--- config.mk ---
export PLATFORM = sky130hd
export DESIGN_NAME = aes_round_ctrl
export DESIGN_NICKNAME = d
export VERILOG_FILES = /design/src/rtl/aes_round_ctrl.sv
export SDC_FILE = /design/constraint.sdc
export NUM_CORES = 1
export LEC_CHECK = 0
export CAP_MARGIN = 10
export CELL_PAD_IN_SITES_DETAIL_PLACEMENT = 0
export CELL_PAD_IN_SITES_GLOBAL_PLACEMENT = 1
export CORE_AREA = 2 2 255 257
export DETAILED_ROUTE_END_ITERATION = 16
export DIE_AREA = 0 0 257 259
export HOLD_SLACK_MARGIN = 0.02
export PLACE_DENSITY = 0.55
export SYNTH_ARGS = -nofsm -noshare
export SYNTH_HDL_FRONTEND = slang
export SYNTH_SLANG_ARGS = --single-unit
--- constraint.sdc ---
create_clock -name clk -period 1.57 [get_ports clk]
set_input_delay 0.157 -clock clk [delete_from_list [all_inputs] [get_ports clk]]
set_output_delay 0.157 -clock clk [all_outputs]
set_load 0.05 [all_outputs]
--- src/rtl/aes_round_ctrl.sv ---
// ============================================================================
// Module      : aes_round_ctrl
// Description : Iterative AES encryption sequencer. Holds the 128-bit cipher
//               state and the round counter, steps an external round-function
//               datapath once per cycle, requests round keys by index from an
//               external key store, and applies AddRoundKey on every state
//               update. Blocks enter and leave over valid/ready handshakes.
// Revision    : 1.0 - initial release
// ----------------------------------------------------------------------------
// Parameters
//   NR         number of rounds (10, 12 or 14 for AES-128/192/256)
//   KIW        width of the round-key index
// Ports
//   clk        system clock, rising edge
//   rst        synchronous active-high reset
//   in_valid   plaintext block valid
//   in_ready   controller can accept a block (IDLE only)
//   data_in    plaintext block
//   out_valid  ciphertext valid (DONE only)
//   out_ready  downstream accepts ciphertext
//   data_out   ciphertext, always the state register
//   key_idx    round-key index requested this cycle
//   round_key  key for key_idx, combinational from the key store
//   rf_in      state presented to the round function (state register)
//   rf_last    final round: round function must skip MixColumns
//   rf_out     round-function result, combinational
//   busy       controller is not IDLE
// Build option
//   AES_CTRL_ABORT_EN  adds input 'abort': in ROUND or DONE it discards the
//                      block, clears state and counter and returns to IDLE.
//                      rst takes priority over abort.
// ============================================================================

`default_nettype none

module aes_round_ctrl #(
    parameter int NR  = 10,
    parameter int KIW = 4
) (
    input  logic             clk,
    input  logic             rst,
`ifdef AES_CTRL_ABORT_EN
    input  logic             abort,
`endif
    input  logic             in_valid,
    output logic             in_ready,
    input  logic [127:0]     data_in,
    output logic             out_valid,
    input  logic             out_ready,
    output logic [127:0]     data_out,
    output logic [KIW-1:0]   key_idx,
    input  logic [127:0]     round_key,
    output logic [127:0]     rf_in,
    output logic             rf_last,
    input  logic [127:0]     rf_out,
    output logic             busy
);

    // ------------------------------------------------------------------------
    // Constants and state encoding
    // ------------------------------------------------------------------------
    localparam logic [KIW-1:0] c_cnt_zero   = '0;
    localparam logic [KIW-1:0] c_cnt_one    = KIW'(1);
    localparam logic [KIW-1:0] c_last_round = KIW'(NR);

    typedef enum logic [1:0] {
        ST_IDLE  = 2'd0,
        ST_ROUND = 2'd1,
        ST_DONE  = 2'd2
    } state_e;

    // ------------------------------------------------------------------------
    // Registers and their next-state values
    // ------------------------------------------------------------------------
    state_e           r_state_q;
    state_e           w_state_d;
    logic [127:0]     r_data_q;
    logic [127:0]     w_data_d;
    logic [KIW-1:0]   r_cnt_q;
    logic [KIW-1:0]   w_cnt_d;

    logic             w_abort;
    logic             w_last_round;

`ifdef AES_CTRL_ABORT_EN
    assign w_abort = abort;
`else
    assign w_abort = 1'b0;
`endif

    assign w_last_round = (r_cnt_q == c_last_round);

    // ------------------------------------------------------------------------
    // State register
    // ------------------------------------------------------------------------
    always_ff @(posedge clk) begin
        if (rst) begin
            r_state_q <= ST_IDLE;
            r_data_q  <= '0;
            r_cnt_q   <= c_cnt_zero;
        end else begin
            r_state_q <= w_state_d;
            r_data_q  <= w_data_d;
            r_cnt_q   <= w_cnt_d;
        end
    end

    // ------------------------------------------------------------------------
    // Next-state and output logic
    // ------------------------------------------------------------------------
    always_comb begin
        w_state_d = r_state_q;
        w_data_d  = r_data_q;
        w_cnt_d   = r_cnt_q;
        in_ready  = 1'b0;
        out_valid = 1'b0;
        key_idx   = c_cnt_zero;
        rf_last   = 1'b0;

        case (r_state_q)
            ST_IDLE: begin
                // in_ready is masked during reset so no block can be
                // handshaked on an edge that discards it.
                in_ready = !rst;
                key_idx  = c_cnt_zero;
                if (in_valid) begin
                    // Initial AddRoundKey with round key 0.
                    w_data_d  = data_in ^ round_key;
                    w_cnt_d   = c_cnt_one;
                    w_state_d = ST_ROUND;
                end
            end

            ST_ROUND: begin
                key_idx  = r_cnt_q;
                rf_last  = w_last_round;
                w_data_d = rf_out ^ round_key;
                if (w_last_round) begin
                    // Counter parks at NR; it is cleared on the output
                    // handshake so key_idx never wraps.
                    w_state_d = ST_DONE;
                end else begin
                    w_cnt_d = r_cnt_q + c_cnt_one;
                end
            end

            ST_DONE: begin
                // An abort in this cycle kills the block, so ciphertext is
                // not offered on the edge that discards it.
                out_valid = !rst && !w_abort;
                if (out_ready) begin
                    w_state_d = ST_IDLE;
                    w_cnt_d   = c_cnt_zero;
                end
            end

            default: begin
                w_state_d = ST_IDLE;
                w_cnt_d   = c_cnt_zero;
            end
        endcase

        // Abort overrides all in-flight progress; in IDLE it is a no-op.
        if (w_abort && (r_state_q != ST_IDLE)) begin
            w_state_d = ST_IDLE;
            w_data_d  = '0;
            w_cnt_d   = c_cnt_zero;
        end
    end

    // ------------------------------------------------------------------------
    // Direct outputs
    // ------------------------------------------------------------------------
    assign data_out = r_data_q;
    assign rf_in    = r_data_q;
    assign busy     = (r_state_q != ST_IDLE);

endmodule

`default_nettype wire

==> metrics.txt, run 1 <==
outcome=finished with violations; failing checks=negative setup slack; vias in the first global route=slightly below 8000; htree depth=4; fin cells=2169; Die X-Extent=between 200 and 300 microns; critical path type=reg -> reg; Period Utilization, post-route=1.07; DRT iter0 DRCs=280; post-DR vias/cell=3.50; min-delay src=round_key[104]; Mapped Cells=733; Slew @ Worst Pin=518 ps; Port Buffer Count=651; Post-synth EDFFs=0; CTS Buf Count=17; Final nets=between 1500 and 2000; Max-slew headroom=0.654; layout cells sized above 1=0.368; Hold Path Depth=3; I/O pin count=652; crit start category=register; worst path required time=1930 ps; Synth Register Bits=approximately 130; Place WS=-146 ps; Synth Net Count=around 1100; die height=roughly 260 microns; Achievable Freq=0.593 GHz; most frequent cells in the layout=clkdlybuf4s50_1 (387), buf_4 (279), dfxtp_1 (129), a22o_1 (128), xnor2_1 (120); flop-to-flop setup slack=-120 ps; DRT antenna net count=0; FP Rows=93; total placed cells including tap cells=roughly 2100; GPL Wtd Cong=0.824; die area=between 60000 and 70000 sq um; Final WS setup=-116 ps; top post-synthesis cells by area=dfxtp_1 (35%), mux2i_1 (17%), xnor2_1 (15%), a22o_1 (15%), buf_4 (12%); FF-to-FF Start=r_state_q[0]$_SDFFE_PP0P_; initial antenna violation count=1; clock sink total=~130; DRC viols=0; GRT Residual Overflow=0; WL/cell=17.7 microns; GRT Overall Usage=0.109; Worst Hold Slack=about 380 ps; fraction of registers with async set/reset=0; Netlist cell types=26; overall routed net length=just under 40000 microns; RSZ-0062 raised after global routing=true; Worst Path Arrival=2040 ps; Core Area=63900 sq um; placed cell area=approximately 14000 sq um; reg2reg end=data_out[25]$_SDFFE_PP0P_; Root Driver=clkbuf_16; Synth top area share=0.349; minimum clock period=1690 ps; antenna cells=0; sequential cell area fraction in the yosys report=0.349; design area=16100 sq um; Max Cap Viol=0; clock slew at reported path FFs=70 ps; yosys warns=0; final hold violation count=0; R2R depth=7; area leader, netlist=dfxtp_1; clock buffer depth=2; syn avg cell area=10.5 sq um; worst-skew pair later-pin latency=470 ps; PwrDens=963 nW/um^2; worst-path maximum fanout=19; Hold Path Sink=data_out[104]$_SDFFE_PP0P_; Syn Std Cell Area=7690 sq um; routed via count=7595; type of the most critical hold path=in -> reg; worst vdd ir=0.000554 V; commonest non-fill, non-tap cell in the layout=clkdlybuf4s50_1; Slew Viols, Final=0; ys flop type=dfxtp_1; first-pass GRT wire length=about 53000 microns; clock skew=8.84 ps; largest net degree at the start of global routing=between 50 and 60; Total Power=15.5 mW; CTS tree=done; final setup vio count=101; Leakage=approximately 6.4 nW; critical path capture point type=register; Area Overhead vs Synth=109%; router iterations before antenna repair=4; HPWL after DPL=29300 microns; Starting Density=0.120
## cell usage after synthesis (3+ instances only)
cell type / count
clkbuf_1: 3
buf_2: 34
and2_1: 3
a21oi_1: 5
mux2i_1: 128
nor2_1: 9
buf_4: 128
dfxtp_1: 134
xnor2_1: 129
buf_6: 9
o21ai_0: 4
a22o_1: 128
## flip-flops by register name (all words and copies together), names as in the netlist
register	count
data_out	128
r_state_q	2
r_cnt_q	4
## worst max-delay path, stage by stage, from the launching register on
cell	delay, ps
dfxtp_2	330
nor2b_4	170
buf_6	130
buf_12	150
buf_16	200
mux2i_2	270
xnor2_1	90
a22o_1	190
## logic make-up after synthesis
logic type / count (synthesis) / synth area share
buffers and inverters: 176 / 0.163
AND/OR/NAND/NOR: 23 / 0.0161
flip-flops: 134 / 0.349
AO/OA/AOI/OAI: 141 / 0.155
XOR/XNOR: 129 / 0.147
adder cells (fa/ha/maj): 2 / 0.00325
multiplexers: 128 / 0.167
## metrics by stage
step	TNS [ps]	util
after global placement	-15600	0.220
after CTS	-7400	0.241
after detailed placement	-13690	0.220
final	-4740	0.252
after global routing	-14870	0.252
after floorplan	-1.94	-
## routing by layer
metal | share of wire | global-route usage | vias to the layer above
met5 | 0.00034 | 0 | -
li1 | - | - | 3620
met2 | 0.53 | 0.196 | 344
met3 | 0.060 | 0.0328 | 32
met1 | 0.40 | 0.122 | 3597
met4 | 0.017 | 0.0375 | 2
## where the power goes
group | internal [mW] | switching (mW)
registers | 3.76 | 0.425
clock network | 2.71 | 1.79
logic | 2.97 | 3.82
total | 9.44 | 6.03
## layout make-up
class | instances | area, sq um
fillers | 6730 | 47800
repair buffers | 723 | 7070
multi-input cells | 423 | 4600
flip-flops and latches | 134 | 2690
well taps | 855 | 1070
clock buffers | 18 | 439
clock inverters | 14 | 198
inverters | 2 | 7.51
## worst max-delay path by stage
stage,startpoint,endpoint,slack (ps),depth (start not counted)
floorplan,r_state_q[1]$_SDFFE_PP0P_,r_cnt_q[1]$_SDFFE_PP0P_,-2,5
global placement,in_valid,data_out[44]$_SDFFE_PP0P_,-160,7
detailed placement,in_valid,data_out[77]$_SDFFE_PP0P_,-150,7
CTS,r_state_q[0]$_SDFFE_PP0P_,data_out[18]$_SDFFE_PP0P_,-120,8
global route,r_state_q[0]$_SDFFE_PP0P_,data_out[88]$_SDFFE_PP0P_,-200,8
finish,r_state_q[0]$_SDFFE_PP0P_,data_out[25]$_SDFFE_PP0P_,-120,7
## timing repair
action / CTS / global route
endpoints found under the setup margin: 92 / 137
gates cloned: 4 / 5
gates resized for setup: 103 / 105
setup buffers: 14 / 8
pin swaps: 22 / 93
hold buffers: 0 / 0
Note: power is estimated with default switching activity, not from simulation.
==> inputs of run 2 (changes only) <==
--- a/config.mk
+++ b/config.mk
@@ -9,10 +9,12 @@
 export CELL_PAD_IN_SITES_DETAIL_PLACEMENT = 0
 export CELL_PAD_IN_SITES_GLOBAL_PLACEMENT = 1
 export CORE_AREA = 2 2 255 257
+export CTS_CLUSTER_SIZE = 30
 export DETAILED_ROUTE_END_ITERATION = 16
 export DIE_AREA = 0 0 257 259
 export HOLD_SLACK_MARGIN = 0.02
 export PLACE_DENSITY = 0.55
+export SLEW_MARGIN = 25
 export SYNTH_ARGS = -nofsm -noshare
 export SYNTH_HDL_FRONTEND = slang
 export SYNTH_SLANG_ARGS = --single-unit
==> results of run 2 <==
The final DEF is identical to that of run 1; final timing and power are the same.
==> inputs of run 3 (changes only) <==
--- a/config.mk
+++ b/config.mk
@@ -8,12 +8,13 @@
 export CAP_MARGIN = 10
 export CELL_PAD_IN_SITES_DETAIL_PLACEMENT = 0
 export CELL_PAD_IN_SITES_GLOBAL_PLACEMENT = 1
-export CORE_AREA = 2 2 255 257
+export CORE_AREA = 2 2 251 253
 export CTS_CLUSTER_SIZE = 30
 export DETAILED_ROUTE_END_ITERATION = 16
-export DIE_AREA = 0 0 257 259
+export DIE_AREA = 0 0 253 255
 export HOLD_SLACK_MARGIN = 0.02
-export PLACE_DENSITY = 0.55
+export MAX_ROUTING_LAYER = met4
+export PLACE_DENSITY = 0.56
 export SLEW_MARGIN = 25
 export SYNTH_ARGS = -nofsm -noshare
 export SYNTH_HDL_FRONTEND = slang
==> constraint.sdc (replaced) <==
create_clock -name clk -period 2.2 [get_ports clk]
set_input_delay 0.22 -clock clk [delete_from_list [all_inputs] [get_ports clk]]
set_output_delay 0.22 -clock clk [all_outputs]
set_load 0.05 [all_outputs]
==> run 3 against run 2 <==
Clock power fell by 27%. Non-clock buffer count fell by 43. The flow now finishes without violations. Highest routed layer is now met4. Total power fell by 31%. Worst hold slack improved by 73 ps. Critical endpoint is now rf_in[16]. Core utilization fell by 1.0 points.
==> metrics.txt, run 3 (synthesis results as in run 1) <==
outcome=finished, final reports clean; Slew Viols, Final=0; layout cells sized above 1=0.0559; RSZ-0062 raised after global routing=false; Final nets=1648; worst path required time=1980 ps; router iterations before antenna repair=4; clock buffer depth=2; GRT Residual Overflow=0; Slew @ Worst Pin=570 ps; Area Overhead vs Synth=95.2%; overall routed net length=34500 microns; post-DR vias/cell=approximately 3.5; FF-to-FF Start=r_state_q[1]$_SDFFE_PP0P_; final hold violation count=0; fill count=6636; worst path bufs/invs=1; Core Area=between 60000 and 70000 sq um; Period Utilization, post-route=0.925; PwrDens=715 nW/um^2; die height=255 microns; minimum clock period=2030 ps; routed via count=7300; worst path cell trace=clkdlybuf4s50_1; I/O pin count=652; Worst Hold Slack=453 ps; most frequent cells in the layout=clkdlybuf4s50_1 (642), dfxtp_1 (134), xnor2_1 (129), mux2i_1 (128), a22o_1 (128); DRT antenna net count=0; type of the most critical hold path=in -> reg; Hold-fix buffers, CTS=0; worst vdd ir=0.000407 V; largest net degree at the start of global routing=58; initial antenna violation count=0; GPL Wtd Cong=0.812; R2R depth=6; Hold Path Sink=data_out[63]$_SDFFE_PP0P_; setup_tns=0 ps; antenna cells=0; Port Buffer Count=651; Hold Path Depth=3; Worst Path Arrival=1810 ps; flop-to-flop setup slack=430 ps; Achievable Freq=0.492 GHz; Leakage=5.55 nW; CTS tree=done; Max Cap Viol=0; HPWL after DPL=about 28000 microns; Starting Density=0.124; htree depth=4; first-pass GRT wire length=46800 microns; crit start category=register; met3 routed WL=2260 microns; DR WL met2=17900 microns; CP peak stage delay=870 ps; clock slew at reported path FFs=about 60 ps; critical path's slowest cell=clkdlybuf4s50_1; worst-skew pair later-pin latency=about 470 ps; FP Rows=92; Max-slew headroom=0.619; clock sink total=between 100 and 150; Routed met1 length=13800 microns; critical path capture point type=output pin; vias in the first global route=approximately 7400; clock skew=8.58 ps; number of flip-flops in the largest register=128; reg2reg end=data_out[15]$_SDFFE_PP0P_; CTS Buf Count=17; worst-path maximum fanout=3; min-delay src=round_key[63]; Root Driver=clkbuf_16; commonest non-fill, non-tap cell in the layout=clkdlybuf4s50_1; critical path type=reg -> out; DRT iter0 DRCs=250; Die X-Extent=253 microns; DRC viols=0; WL/cell=16.7 microns; Top Family by Delay on Critical Path=buffers and inverters; die area=64500 sq um; GRT Overall Usage=0.103; final setup vio count=0; DR top layer=met4
[run 3: cell count changes in the layout (fill, tap and decap cells not counted), moves of 20 or more]
| cell | before | now |
|---|---|---|
| buf_4 | 279 | 23 |
| clkdlybuf4s50_1 | 387 | 642 |
| mux2i_4 | 41 | 0 |
| mux2i_2 | 43 | 0 |
| buf_12 | 34 | 14 |
| mux2i_1 | 44 | 128 |
[run 3: final cells by class]
class                   instances  area [sq um]  area share
multi-input cells             423          3770       0.252
inverters                       2          7.51    0.000500
repair buffers                680          6890       0.459
flip-flops and latches        134          2680       0.179
well taps                     799          1000      0.0666
clock inverters                11           196      0.0131
clock buffers                  20           457      0.0304
[run 3: routing by layer]
layer  GRT usage  vias up
met5           -        -
met4      0.0409        0
met3      0.0279       24
met2       0.177      325
met1       0.114     3437
li1            -     3514
[run 3: worst max-delay path by stage]
stage                              startpoint                        end  slack, ps  cells after the start
floorplan           r_state_q[1]$_SDFFE_PP0P_                  out_valid        240                      2
global placement                     in_valid  data_out[11]$_SDFFE_PP0P_        380                      7
detailed placement                   in_valid   data_out[6]$_SDFFE_PP0P_        400                      7
CTS                 r_state_q[1]$_SDFFE_PP0P_                 key_idx[3]         90                      5
global route          r_cnt_q[0]$_SDFFE_PP0P_                    rf_last         40                      5
finish              data_out[16]$_SDFFE_PP0P_                  rf_in[16]        170                      1
[run 3: power breakdown]
| group | switching (mW) | internal (mW) |
|---|---|---|
| combinational | 2.53 | 1.94 |
| sequential | 0.275 | 2.68 |
| clock | 1.23 | 2.07 |
[run 3: per-stage QoR]
| step | setup WS (ps) | cell area, sq um | utilization | power, mW | instances |
|---|---|---|---|---|---|
| after floorplan | 243 | 7690 | - | 5.85 | 733 |
| after global placement | 378 | 14400 | 0.231 | 7.51 | 2038 |
| after detailed placement | 395 | 14400 | 0.231 | 7.51 | 2038 |
| after CTS | 89.3 | 15000 | 0.241 | 10.9 | 2069 |
| after global routing | 44.2 | 15000 | 0.241 | 11.2 | 2069 |
| final | 166 | 15000 | 0.241 | 10.7 | 2069 |
[run 3: worst register-to-register path, cell delays in order, from the launching register on]
cell     delay [ps]
dfxtp_1         380
nor2b_4         200
buf_12          210
buf_12          270
mux2i_1         260
xnor2_1         140
a22o_1          210
[run 3: timing repair]
item / 4_1_cts / 5_1_grt
endpoints found under the hold margin: 0 / 0
resized for setup: 1 / 0
endpoints found under the setup margin: 1 / 0
buffers inserted: 0 / 0
